==> config.mk <==
export PLATFORM = sky130hd
export DESIGN_NAME = polyq_accumulate_flat
export DESIGN_NICKNAME = d
export VERILOG_FILES = /design/src/rtl/polyq_accumulate_if.sv /design/src/rtl/polyq_accumulate.sv /design/src/flat_wrapper.sv
export SDC_FILE = /design/constraint.sdc
export NUM_CORES = 1
export LEC_CHECK = 0
export CAP_MARGIN = 15
export CORE_MARGIN = 4
export CORE_UTILIZATION = 35
export CTS_CLUSTER_DIAMETER = 40
export DETAILED_ROUTE_END_ITERATION = 16
export GPL_TIMING_DRIVEN = 0
export MAX_ROUTING_LAYER = met4
export PLACE_DENSITY_LB_ADDON = 0.08
export SLEW_MARGIN = 10
export SYNTH_ARGS = -nofsm -noshare
export SYNTH_HDL_FRONTEND = slang
export SYNTH_SLANG_ARGS = --single-unit
==> constraint.sdc <==
create_clock -name clk -period 5.98 [get_ports clk]
set_input_delay 1.495 -clock clk [delete_from_list [all_inputs] [get_ports clk]]
set_output_delay 1.495 -clock clk [all_outputs]
set_load 0.01 [all_outputs]
==> src/rtl/polyq_accumulate_if.sv <==
// polyq_accumulate_if
// Groups every non-clock signal of polyq_accumulate into one bundle:
//   run control : start, max -> acc_done, addr_err
//   term stream : in_valid, in_addr, in_coef, in_sub, in_last -> in_ready
//   memory port : mem_output -> mem_address_i, mem_input, write_enable
// Modports:
//   slave  - the accumulator's view (consumes terms, drives the memory port)
//   master - the environment's view (term source and polynomial memory)
interface polyq_accumulate_if;
  logic        start;
  logic [10:0] max;
  logic        in_valid;
  logic        in_ready;
  logic [10:0] in_addr;
  logic [12:0] in_coef;
  logic        in_sub;
  logic        in_last;
  logic [10:0] mem_address_i;
  logic [12:0] mem_output;
  logic [12:0] mem_input;
  logic        write_enable;
  logic        acc_done;
  logic        addr_err;

  modport slave (
    input  start, max, in_valid, in_addr, in_coef, in_sub, in_last, mem_output,
    output in_ready, mem_address_i, mem_input, write_enable, acc_done, addr_err
  );

  modport master (
    output start, max, in_valid, in_addr, in_coef, in_sub, in_last, mem_output,
    input  in_ready, mem_address_i, mem_input, write_enable, acc_done, addr_err
  );
endinterface

==> src/rtl/polyq_accumulate.sv <==
// polyq_accumulate
// Read-modify-write accumulator on the single-port polynomial memory.
// Each accepted term is reduced mod q = 4591, combined with the stored
// coefficient (mod q) and written back; one term every 4 cycles.
// Ports:
//   clk    - rising-edge clock
//   rst_n  - asynchronous active-low reset
//   bus    - polyq_accumulate_if.slave (run control, term stream, memory port)
// Build option:
//   POLYQ_ACC_SUB_EN - when defined, in_sub=1 selects modular subtraction;
//                      when undefined in_sub is ignored and every term adds.
module polyq_accumulate (
  input logic                   clk,
  input logic                   rst_n,
  polyq_accumulate_if.slave     bus
);

  localparam logic [12:0] Q13 = 13'd4591;
  localparam logic [13:0] Q14 = 14'd4591;

  typedef enum logic [2:0] {IDLE, RUN, RD, ADD, WR, DONE} state_t;

  state_t      state_reg, state_next;
  logic [10:0] max_reg;
  logic [10:0] addr_reg;
  logic [12:0] coef_reg;
  logic        last_reg;
  logic [12:0] r_reg;
  logic        addr_err_reg;

  logic        accept;
  logic        in_range;
  logic [12:0] c_red;
  logic [13:0] sum;
  logic [12:0] r_add;
  logic [12:0] r_next;

`ifdef POLYQ_ACC_SUB_EN
  logic        sub_reg;
  logic [12:0] r_sub;
`endif

  assign accept   = (state_reg == RUN) && bus.in_valid;
  assign in_range = (bus.in_addr <= max_reg);

  // Terms may be up to 8191 < 2q, so one conditional subtract fully reduces them.
  assign c_red = (coef_reg >= Q13) ? (coef_reg - Q13) : coef_reg;
  assign sum   = {1'b0, bus.mem_output} + {1'b0, c_red};
  assign r_add = 13'((sum >= Q14) ? (sum - Q14) : sum);

`ifdef POLYQ_ACC_SUB_EN
  // On borrow, a - c + q evaluated with 13-bit wraparound lands in 1..q-1.
  assign r_sub  = (bus.mem_output >= c_red) ? (bus.mem_output - c_red)
                                            : (bus.mem_output - c_red + Q13);
  assign r_next = sub_reg ? r_sub : r_add;
`else
  assign r_next = r_add;
`endif

  // State register; the asynchronous clear drops write_enable immediately.
  always_ff @(posedge clk or negedge rst_n) begin
    if (!rst_n) begin
      state_reg <= IDLE;
    end else begin
      state_reg <= state_next;
    end
  end

  always_comb begin
    state_next = state_reg;
    case (state_reg)
      IDLE: if (bus.start) state_next = RUN;
      RUN: begin
        if (accept) begin
          if (!in_range) state_next = bus.in_last ? DONE : RUN;
          else           state_next = RD;
        end
      end
      RD:      state_next = ADD;
      ADD:     state_next = WR;
      WR:      state_next = last_reg ? DONE : RUN;
      DONE:    state_next = IDLE;
      default: state_next = IDLE;
    endcase
  end

  always_ff @(posedge clk or negedge rst_n) begin
    if (!rst_n) begin
      max_reg      <= '0;
      addr_reg     <= '0;
      coef_reg     <= '0;
      last_reg     <= 1'b0;
      r_reg        <= '0;
      addr_err_reg <= 1'b0;
`ifdef POLYQ_ACC_SUB_EN
      sub_reg      <= 1'b0;
`endif
    end else begin
      if (state_reg == IDLE && bus.start) begin
        max_reg      <= bus.max;
        addr_err_reg <= 1'b0;
      end
      if (accept) begin
        addr_reg <= bus.in_addr;
        coef_reg <= bus.in_coef;
        last_reg <= bus.in_last;
`ifdef POLYQ_ACC_SUB_EN
        sub_reg  <= bus.in_sub;
`endif
        if (!in_range) addr_err_reg <= 1'b1;
      end
      if (state_reg == ADD) r_reg <= r_next;
    end
  end

  // Outputs decode the state register or come straight from registers.
  assign bus.in_ready      = (state_reg == RUN);
  assign bus.write_enable  = (state_reg == WR);
  assign bus.acc_done      = (state_reg == DONE);
  assign bus.addr_err      = addr_err_reg;
  assign bus.mem_address_i = (state_reg == RD || state_reg == WR) ? addr_reg : 11'd0;
  assign bus.mem_input     = r_reg;

endmodule

==> src/flat_wrapper.sv <==
// flat-port wrapper written by rule: the top's interface ports become plain ports
module polyq_accumulate_flat 
  (clk, rst_n, bus_start, bus_max, bus_in_valid, bus_in_addr, bus_in_coef, bus_in_sub, bus_in_last, bus_mem_output, bus_in_ready, bus_mem_address_i, bus_mem_input, bus_write_enable, bus_acc_done, bus_addr_err);
  polyq_accumulate_if bus_i ();
  input logic clk;
  input logic rst_n;
  input wire logic [$bits(bus_i.start)-1:0] bus_start;
  input wire logic [$bits(bus_i.max)-1:0] bus_max;
  input wire logic [$bits(bus_i.in_valid)-1:0] bus_in_valid;
  input wire logic [$bits(bus_i.in_addr)-1:0] bus_in_addr;
  input wire logic [$bits(bus_i.in_coef)-1:0] bus_in_coef;
  input wire logic [$bits(bus_i.in_sub)-1:0] bus_in_sub;
  input wire logic [$bits(bus_i.in_last)-1:0] bus_in_last;
  input wire logic [$bits(bus_i.mem_output)-1:0] bus_mem_output;
  output wire logic [$bits(bus_i.in_ready)-1:0] bus_in_ready;
  output wire logic [$bits(bus_i.mem_address_i)-1:0] bus_mem_address_i;
  output wire logic [$bits(bus_i.mem_input)-1:0] bus_mem_input;
  output wire logic [$bits(bus_i.write_enable)-1:0] bus_write_enable;
  output wire logic [$bits(bus_i.acc_done)-1:0] bus_acc_done;
  output wire logic [$bits(bus_i.addr_err)-1:0] bus_addr_err;
  assign bus_i.start = bus_start;
  assign bus_i.max = bus_max;
  assign bus_i.in_valid = bus_in_valid;
  assign bus_i.in_addr = bus_in_addr;
  assign bus_i.in_coef = bus_in_coef;
  assign bus_i.in_sub = bus_in_sub;
  assign bus_i.in_last = bus_in_last;
  assign bus_i.mem_output = bus_mem_output;
  assign bus_in_ready = bus_i.in_ready;
  assign bus_mem_address_i = bus_i.mem_address_i;
  assign bus_mem_input = bus_i.mem_input;
  assign bus_write_enable = bus_i.write_enable;
  assign bus_acc_done = bus_i.acc_done;
  assign bus_addr_err = bus_i.addr_err;
  polyq_accumulate u_core (.clk(clk), .rst_n(rst_n), .bus(bus_i));
endmodule
* Yosys cells after proc, flatten, opt, wreduce, memory -nomap -nowiden
Cells that the tools add are included.
Operators by class: $add $sub $neg 3, $mul 0, div/mod/pow operators 0, $lt $le $gt $ge 3, equal/unequal tests 7, shift-type cells 0, mux-type cells 12, bitwise operators 0, reduce and logical (&&, ||, !) cells 5
Operator list (number):
- $mux W13 | 2
- $sub A13 B13 Y13 const B | 2
- $mux W3 | 5
- $pmux W3 S5 | 1
- $add A13 B13 Y14 | 1
- $ge A14 B13 Y1 const B | 1
- $ge A13 B13 Y1 const B | 1
- $le A11 B11 Y1 | 1
- $mux W11 | 1
- $eq A3 B2 Y1 const B | 2
- $eq A3 B3 Y1 const B | 2
- $eq A3 B1 Y1 const B | 1
- $logic_not A3 Y1 | 1
- $mux W1 | 3
- $logic_and A1 B1 Y1 | 2
- $ne A2 B1 Y1 const B | 1
- $ne A2 B2 Y1 const B | 1
- $reduce_and A2 Y1 | 1
- $logic_or A1 B1 Y1 | 1
Storage, ports and cells: bits in registers 53, latch bits 0, RAM bits 0, ROM bits 0, bits of input ports 54, output and inout port bits 28, logic and storage cells 37, memories 0

* Longest topological paths before layout
Gate-level depths: netlist (run 1).
word-level depth 5, depth in mapped cells 18, depth with buffers taken out 18

* Worst setup path before layout (run 1)
No wires, ideal clock.
path type input to register, from in bus_mem_output[0], to reg u_core.r_reg[6] (netlist: u_core.bus.mem_input[6]), setup time 0.082 ns, data arrival time 3.940 ns, required time 5.898 ns, slack 1.958 ns, stages 11, path buffers 0, path through ha_1 > inv_1 > fa_1 > nor2b_4 > o21ai_0 > a21oi_1 > nor2_2 > nor3_4 > o31ai_2 > or4_1 > a31oi_1
Between the ends: cells in the longest elaborated chain, start to end 3, elaborated cells between the ends (all ways) 4, those cells by class add/sub (2); order compare (1); mux (1)
Ends and longest elaborated chain:
- start, declared | line flat_wrapper.sv:14 | input wire logic [$bits(bus_i.mem_output)-1:0] bus_mem_output;
- $add A13 B13 Y14 * | line polyq_accumulate.sv:48 | assign sum = {1'b0, bus.mem_output} + {1'b0, c_red};
- $sub A13 B13 Y13 or $ge A14 B13 Y1 (tied branches) | line polyq_accumulate.sv:49 | assign r_add = 13'((sum >= Q14) ? (sum - Q14) : sum);
- $mux W13 * | line polyq_accumulate.sv:49
- end signal, assigned | line polyq_accumulate.sv:112 | if (state_reg == ADD) r_reg <= r_next;
- end, declared | line polyq_accumulate.sv:28 | logic [12:0] r_reg;
Every way passes the cells marked *; elsewhere a longest branch is shown, timed or not. A chain may end at the register's enable or synchronous reset.

* Final worst setup path (run 1)
from reg u_core.coef_reg[0], to reg u_core.r_reg[6] (netlist: u_core.bus.mem_input[6])
Between the ends: cells in the longest elaborated chain, start to end 5, elaborated cells between the ends (all ways) 7, those cells by class add/sub (3); order compare (2); mux (2)
Ends and longest elaborated chain:
- start, declared | line polyq_accumulate.sv:26 | logic [12:0] coef_reg;
- start signal, assigned | line polyq_accumulate.sv:105 | coef_reg <= bus.in_coef;
- $sub A13 B13 Y13 or $ge A13 B13 Y1 (tied branches) | line polyq_accumulate.sv:47 | assign c_red = (coef_reg >= Q13) ? (coef_reg - Q13) : coef_reg;
- $mux W13 * | line polyq_accumulate.sv:47
- $add A13 B13 Y14 * | line polyq_accumulate.sv:48
- $sub A13 B13 Y13 or $ge A14 B13 Y1 (tied branches) | line polyq_accumulate.sv:49
- $mux W13 * | line polyq_accumulate.sv:49
Marks and branches as above.

==> results of run 1 <==
[through the flow]
stage / cells / worst slack, ps / hold slack [ps]
finish: 632 / 1360 / 487
floorplan: 408 / 1960 / 464
CTS: 632 / 1320 / 500
global route: 632 / 900 / 524
detailed placement: 624 / 1140 / 478
global placement: 624 / 1190 / 467
[worst max-delay path: stages, from the launching register on]
cell and delay [ps]:
dfrtp_1 440, ha_1 250, a31oi_1 270, a21oi_1 120, o21ai_1 430, xnor2_1 190, ha_1 280, inv_1 80
fa_1 470, nor2b_4 180, o21ai_0 90, a21oi_1 400, nor2_2 150, nor3_4 410, o31ai_2 180, or4_1 420
a31oi_1 170
[cell usage in the layout, fill, tap and decap left out, drive strengths merged, types with 4 or more instances in the layout]
cell type,netlist,routed
inv,26,26
nor3,8,8
buf,3,4
o211ai,7,7
a21o,4,4
dfrtp,53,53
or3,6,6
and3,4,4
o21a,7,7
a31oi,5,5
o31ai,4,4
nand3,5,5
xor2,10,10
nor2b,6,6
o311ai,8,8
xnor2,15,15
nor2,23,23
nor3b,4,4
o21ai,34,34
and2,14,14
nand2,37,37
or2,4,4
mux2,26,26
nand4,5,5
ha,26,26
clkbuf,11,17
clkdlybuf4s50,0,79
a21oi,17,17
[how the worst max path moves through the flow]
stage	start	to	slack (ps)	depth (start not counted)
global route	u_core.coef_reg[0]	u_core.bus.mem_input[6]	900	16
global placement	bus_mem_output[0]	u_core.bus.mem_input[6]	1190	12
finish	u_core.coef_reg[0]	u_core.bus.mem_input[6]	1360	16
floorplan	bus_mem_output[0]	u_core.bus.mem_input[6]	1960	11
detailed placement	bus_mem_output[0]	u_core.bus.mem_input[6]	1140	12
CTS	u_core.coef_reg[0]	u_core.bus.mem_input[6]	1320	16
[final cells by class]
type | instances | area [um^2] | area share
Multi-Input combinational cell | 315 | 2320 | 0.477
Inverter | 26 | 97.6 | 0.0201
Clock inverter | 2 | 15.0 | 0.00309
Timing Repair Buffer | 80 | 798 | 0.164
Sequential cell | 53 | 1330 | 0.273
Buffer | 14 | 62.6 | 0.0129
Tap cell | 136 | 170 | 0.0350
Clock buffer | 6 | 72.6 | 0.0149
[kinds of logic after synthesis]
logic type | count (synthesis)
AND/OR/NAND/NOR | 126
AO/OA/AOI/OAI | 108
flip-flops | 53
buffers and inverters | 40
multiplexers | 29
adder cells (fa/ha/maj) | 27
XOR/XNOR | 25
[metal layers]
layer / up-vias / global-route usage / wire, um
li1: 1657 / - / -
met1: 1497 / 0.217 / 4600
met2: 67 / 0.218 / 3900
met3: 6 / 0.0264 / 398
met4: 0 / 0.0264 / 65
met5: - / - / 0
[report_power, final]
| group | internal [uW] | switching [uW] |
|---|---|---|
| clock network | 82.8 | 118 |
| registers | 539 | 121 |
| logic | 1070 | 1340 |
| total | 1700 | 1580 |
==> impl_metrics.yaml, run 1 <==
status:
  status: "completed"
timing:
  finalSetupViolations: 0
  max_freq_mhz: 217
  worst_clock_skew_ps: 10.7
  hold_viol_final: 0
  rsz0062_at_grt: "false"
  fin_crit_sh: 0.772
  min_period_ps: 4620
  maxSlewViolCount: 0
  slew_headroom: 0.533
  worst_slew_pin_slew_ps: 691
  setup_tns_ps: 0
clocking:
  cts_tree: "yes"
  clkTransAtPathRegs_ps: 90
  cts_root_buffer: "clkbuf_8"
  cts_buffers: 5
  cts_resized: 0
  holdBufCountCts: 0
  cts_buffer_depth: 2
  ctsHtreeMaxLevel: 2
  post_cts_buffers: 0
  clkLatencyLatePin_ps: 310
  clock-sinks: 53
yosys:
  synth_fp_nets: 489
  yosys.area_share.simple: 0.175
  synth-xor-area-share: 0.0576
  synth-compound-area-share: 0.201
  synthArstFlopShare: 1.00
  yosysUniqueCellTypes: 65
  synth_edf_count: 0
  yosysWarnings: 0
  yosysMostFrequentCell: "dfrtp_1"
  synth_top_family_by_area: "compound AO/OA/AOI/OAI gates"
  ys_seq_elements: 53
  netlist_instances: 408
  synth_flop_cell: "dfrtp_1"
  synth_top_area_cell: "dfrtp_1"
  muxShareOfSynthArea: 0.0849
  synth_area_leaders: "dfrtp_1, ha_1, mux2_2"
  synthAdderAreaFrac: 0.0908
  yosysTopAreaCellShare: 0.349
  synthesis.area_um2: 3800
  ys_top_cells_by_count: "dfrtp_1, nand2_1, o21ai_0"
  avgSynthCellArea_um2: 9.32
  ys_seq_area_frac: 0.349
detailed_routing:
  via_per_inst: 5.11
  vias: 3227
  drt-total-wl_mm: 8.96
  drt-initial-drc-count: 168
  dr.pass1.iters: 4
  ant_nets: 0
  wl_per_cell_um: 14.2
  drc_errors: 0
setup_path:
  path_class: "reg2reg"
  endpoint_kind: "register"
  r2r-start: "u_core.coef_reg[0]"
  cp_data_required_time_ps: 6200
  reg2reg_depth: 16
  cp.arrival_ps: 4840
  ff2ff_setup_slack_ps: 1360
  crit_fanout: 10
  r2r-end: "u_core.bus.mem_input[6]"
  crit_path_start_kind: "register"
grt:
  grt.total_usage: 0.149
  grt_max_degree: 54
  grt_pass1_wl_mm: 15.3
  antenna_found_initial: 0
  grt_pass1_vias: 3148
  grt-ovfl-total: 0
hold_path:
  whs_path_depth: 2
  worstHoldEndpoint: "u_core.bus.mem_input[4]"
  min-delay-start: "u_core.bus.mem_input[4]"
  hold_class: "reg2reg"
floorplanning:
  die_y_um: 112
  chipWidth_um: 112
  pin_count: 82
  core_um2: 10500
  start_util: 0.364
  dieArea_um2: 12600
  num_rows: 37
placed_design:
  gp_congestion: 0.828
  hpwlAfterDp_mm: 7.15
  dpl_cell_area_um2: 4770
  portBuffers: 80
layout:
  layout-drive-gt1-share: 0.107
  finish.utilization: 0.464
  stdcell_area_um2: 4860
  fillerInstances: 1070
  areaGrowthSynthToFinish_pct: 27.8
  finalNetCount: 576
  diodes: 0
run:
  maxCapViolations: 0
power_and_ir_drop:
  vdd_ir_drop_max_mv: 0.220
  p_per_area_nw_per_um2: 674
  finalPower_uw: 3280
  leakagePower_uw: 0.00200
Power figures use the tool's default switching activity.
==> inputs of run 2 (changes only) <==
Clock period 5.98 ns to 4.3 ns, I/O delays scaled along.
==> run 2 against run 1 <==
  * Register-to-register slack worse by 1100 ps
  * Highest routed layer unchanged
  * Via count grew 2.7%
  * Sequential share of layout area decreased by 1.3 points
  * Largest cell class unchanged
  * Final cell count increased by 1.9%
==> impl_metrics.yaml, run 2 (synthesis results as in run 1) <==
clocking:
  clkTransAtPathRegs_ps: 90
  clock-sinks: 53
  cts_buffer_depth: 2
  cts_buffers: 5
  cts_tree: "yes"
  cts_root_buffer: "clkbuf_8"
  ctsHtreeMaxLevel: 2
  clkLatencyLatePin_ps: 310
setup_path:
  cp-startpoint: "u_core.coef_reg[0]"
  ff2ff_setup_slack_ps: 260
  r2r-end: "u_core.bus.mem_input[7]"
  path_class: "reg2reg"
  path_cells: "ha_2 > a31oi_4 > a21oi_1 > o21ai_2 > buf_4 > nor2_1 > xor2_1 > ha_2 > o21a_1 > o21a_2 > o22ai_4 > o31ai_2 > o31ai_4 > buf_4 > o311ai_2 > xnor2_1 > mux2_2"
  cp-endpoint: "u_core.bus.mem_input[7]"
  worst_path_max_delay_cell: "dfrtp_2"
  cp.depth: 17
  max_stage_delay_ps: 440
  crit_buf_inv: 2
  cp_data_required_time_ps: 4500
  cp.arrival_ps: 4230
  crit_path_start_kind: "register"
  r2r-start: "u_core.coef_reg[0]"
  endpoint_kind: "register"
  crit_family: "compound AO/OA/AOI/OAI gates"
  reg2reg_depth: 17
  crit_fanout: 6
layout:
  final_cell_mix: "clkdlybuf4s50_1, dfrtp_1, nand2_1"
  layoutNonFillerInstCount: 644
  diodes: 0
  seqCellArea_um2: 1330
  areaGrowthSynthToFinish_pct: 34.2
  multi_input_area_um2: 2460
  finalNetCount: 588
  fillerInstances: 1050
  finish.utilization: 0.488
  final_common_cell: "clkdlybuf4s50_1"
  layout-drive-gt1-share: 0.177
run:
  maxCapViolations: 0
detailed_routing:
  dr.pass1.iters: 4
  via_per_inst: 5.14
  vias: 3313
  drt-initial-drc-count: 172
  ant_nets: 0
  drc_errors: 0
  drt-total-wl_mm: 9.27
  wl_per_cell_um: 14.4
timing:
  min_period_ps: 4040
  maxSlewViolCount: 0
  fin_crit_sh: 0.939
  slew_headroom: 0.530
  max_freq_mhz: 248
  setup_tns_ps: 0
  hold_viol_final: 0
  finalSetupViolations: 0
  rsz0062_at_grt: "false"
  worst_slew_pin_slew_ps: 695
  worst_clock_skew_ps: 8.57
  timing.final.ws_setup_ps: 264
floorplanning:
  num_rows: 37
  start_util: 0.364
  core_um2: 10500
  die_y_um: 112
  dieArea_um2: 12600
  chipWidth_um: 112
  pin_count: 82
placed_design:
  portBuffers: 80
  place_inst: 624
  hpwlAfterDp_mm: 7.15
  gp_congestion: 0.828
  pre_cts_slack_ps: -318
grt:
  grt_pass1_vias: 3220
  antenna_found_initial: 0
  grt.total_usage: 0.151
  grt_pass1_wl_mm: 15.5
  grt-ovfl-total: 0
  grt_max_degree: 54
status:
  status: "completed"
hold_path:
  hold_class: "reg2reg"
-- run 2: cell types whose count changed in the layout (fill, tap and decap cells not counted), sizes merged --
cell | before | now
buf | 4 | 18
clkbuf | 17 | 15
-- run 2: worst min path at each step --
stage / depth (start not counted) / startpoint / endpoint / slack, ps
detailed placement: 2 / u_core.bus.mem_input[0] / u_core.bus.mem_input[0] / 480
floorplan: 2 / u_core.last_reg / u_core.state_reg[2] / 460
global placement: 2 / u_core.bus.mem_input[5] / u_core.bus.mem_input[5] / 470
CTS: 2 / u_core.bus.mem_input[0] / u_core.bus.mem_input[0] / 500
finish: 2 / u_core.bus.mem_input[4] / u_core.bus.mem_input[4] / 490
global route: 2 / u_core.bus.mem_input[3] / u_core.bus.mem_input[3] / 520
-- run 2: worst min-delay path: stages, from the launching register on --
cell,delay [ps]
dfrtp_1,360
nand2_1,40
o21ai_0,60
-- run 2: timing repair --
action | in CTS | in global routing
hold buffers | 0 | 0
gates resized for setup | 7 | 27
setup buffers | 7 | 7
setup endpoints to repair | 13 | 13
pin swaps | 4 | 11
-- run 2: layout make-up --
cell class	instances	area share
inverters	26	0.0191
well taps	136	0.0333
flip-flops and latches	53	0.260
plain buffers	12	0.0113
clock buffers	6	0.0142
clock inverters	2	0.00294
repair buffers	94	0.177
multi-input cells	315	0.482
-- run 2: metrics by stage --
stage                     area (um^2)  hold slack (ps)
after CTS                        4940              500
final                            5100              488
after floorplan                  3800              464
after global placement           4770              467
after global routing             5100              524
after detailed placement         4770              478
-- run 2: metal layers --
| metal | GRT usage | share of wire | vias up |
|---|---|---|---|
| met4 | 0.0280 | 0.0061 | 0 |
| met2 | 0.223 | 0.44 | 75 |
| met1 | 0.219 | 0.51 | 1561 |
| li1 | - | - | 1673 |
| met5 | - | 0 | - |
| met3 | 0.0264 | 0.043 | 4 |
Power of run 2 is not shown: default switching activity piles up to over one toggle a cycle in this logic, so the estimate is an artifact.
==> inputs of run 3 (changes only) <==
Settings changed: GPL_ROUTABILITY_DRIVEN set to 0, PLACE_DENSITY set to 0.62, PLACE_DENSITY_LB_ADDON 0.08 to not set.
Clock period 4.3 ns to 4.95 ns, I/O delays scaled along.
==> run 3 against run 2 <==
  * Flip-flop and latch count unchanged
  * Hold slack better by 3.6 ps
  * Highest routed layer unchanged
  * Sequential share of layout area up 0.98 points
  * Critical endpoint is now u_core.bus.mem_input[6]
  * Core utilization down 1.8 points
==> impl_metrics.yaml, run 3 (synthesis results as in run 1) <==
setup_path:
  cp_data_required_time_ps: 5200
  cp-startpoint: "u_core.coef_reg[0]"
  crit_fanout: 10
  path_class: "reg2reg"
  reg2reg_depth: 16
  worst_path_max_delay_cell: "fa_1"
  r2r-end: "u_core.bus.mem_input[6]"
  r2r-start: "u_core.coef_reg[0]"
  crit_path_start_kind: "register"
  crit_family: "compound AO/OA/AOI/OAI gates"
  crit_buf_inv: 1
  endpoint_kind: "register"
  ff2ff_setup_slack_ps: 460
  cp-endpoint: "u_core.bus.mem_input[6]"
  path_cells: "ha_1 > a31oi_1 > a21oi_1 > o21ai_2 > xnor2_1 > ha_1 > inv_1 > fa_1 > nor2b_4 > o21ai_0 > a21oi_1 > nor2_2 > nor3_4 > o31ai_2 > or4_1 > a31oi_1"
  max_stage_delay_ps: 460
  cp.arrival_ps: 4730
  cp.depth: 16
clocking:
  cts_buffers: 5
  clkTransAtPathRegs_ps: 100
  clock-sinks: 53
  cts_root_buffer: "clkbuf_8"
  cts_tree: "yes"
  ctsHtreeMaxLevel: 2
  clkLatencyLatePin_ps: 320
  cts_buffer_depth: 2
  holdBufCountCts: 0
grt:
  met1_usage: 0.193
  grt-ovfl-total: 0
  grt-busiest-layer: "met2"
  grt_max_degree: 29
  globalRouteMet2Util: 0.257
  met3_usage: 0.0313
  grt.total_usage: 0.153
  grt_pass1_wl_mm: 15.6
  grt_pass1_vias: 3238
  antenna_found_initial: 1
detailed_routing:
  wl_per_cell_um: 14.3
  dr.pass1.iters: 4
  vias: 3200
  drc_errors: 0
  drt-initial-drc-count: 137
  drt-total-wl_mm: 9.04
  ant_nets: 0
  via_per_inst: 5.05
floorplanning:
  die_y_um: 112
  num_rows: 37
  chipWidth_um: 112
  dieArea_um2: 12600
  start_util: 0.364
  pin_count: 82
  core_um2: 10500
layout:
  seqCellArea_um2: 1330
  finalNetCount: 577
  layout-drive-gt1-share: 0.113
  areaGrowthSynthToFinish_pct: 29.2
  finish.utilization: 0.470
  multi_input_area_um2: 2320
  final_cell_mix: "clkdlybuf4s50_1, dfrtp_1, nand2_1"
  stdcell_area_um2: 4910
  fillerInstances: 1042
  final_common_cell: "clkdlybuf4s50_1"
placed_design:
  hpwlAfterDp_mm: 7.43
  portBuffers: 80
  dpl_cell_area_um2: 4790
timing:
  worst_slew_pin_slew_ps: 659
  min_period_ps: 4490
  max_freq_mhz: 223
  hold_viol_final: 0
  rsz0062_at_grt: "false"
  slew_headroom: 0.554
  fin_crit_sh: 0.906
  setup_tns_ps: 0
  finalSetupViolations: 0
  worst_clock_skew_ps: 10.4
  maxSlewViolCount: 0
  hold_slack_ps: 492
power_and_ir_drop:
  p_per_area_nw_per_um2: 814
  vdd_ir_drop_max_mv: 0.275
  leakagePower_uw: 0.00204
  finalPower_uw: 4000
status:
  status: "completed"
run:
  maxCapViolations: 0
hold_path:
  hold_class: "reg2reg"
==> run 3: changes by cell type in the layout (fill, tap and decap cells not counted), sizes merged <==
cell,previous run,this run
diode,0,1
buf,18,5
clkbuf,15,16
clkinv,0,1
clkinvlp,2,0
inv,26,27
bufinv,0,1
==> run 3: worst min path at each step <==
stage | start | to | slack (ps) | depth (start not counted)
6_report | u_core.bus.mem_input[5] | u_core.bus.mem_input[5] | 490 | 2
5_1_grt | u_core.bus.mem_input[3] | u_core.bus.mem_input[3] | 510 | 2
3_3_place_gp | u_core.bus.mem_input[4] | u_core.bus.mem_input[4] | 460 | 2
4_1_cts | u_core.bus.mem_input[3] | u_core.bus.mem_input[3] | 500 | 2
3_5_place_dp | u_core.bus.mem_input[3] | u_core.bus.mem_input[3] | 480 | 2
2_1_floorplan | u_core.last_reg | u_core.state_reg[2] | 460 | 2
==> run 3: timing repair <==
item	CTS	global route
gates resized for setup	0	1
setup buffers	0	0
setup endpoints to repair	0	3
==> run 3: per-stage QoR <==
| step | setup slack, ps | instances |
|---|---|---|
| final | 464 | 634 |
| after global routing | 21.2 | 634 |
| after CTS | 270 | 633 |
| after detailed placement | 340 | 625 |
| after global placement | 403 | 624 |
| after floorplan | 944 | 408 |
==> run 3: layer usage <==
metal | vias up | routed length [um]
met4 | 0 | 72
met1 | 1480 | 4110
met2 | 59 | 4460
li1 | 1656 | -
met5 | - | 0
met3 | 5 | 395
==> run 3: area by class of cell <==
class,count,share of cell area
Multi-Input combinational cell,315,0.472
Sequential cell,53,0.270
Timing Repair Buffer,81,0.166
Tap cell,136,0.0346
Inverter,26,0.0199
Clock buffer,5,0.0140
Buffer,14,0.0127
Clock inverter,3,0.0102
Antenna cell,1,0.000509
==> run 3: tightest hold or removal path: stages (launching register included) <==
cell	delay, ps
dfrtp_1	360
nand2_1	40
o21ai_0	60
==> run 3: where the power goes <==
| group | switching, uW | internal [uW] |
|---|---|---|
| Combinational | 1590 | 1300 |
| Sequential | 148 | 651 |
| Clock | 160 | 155 |
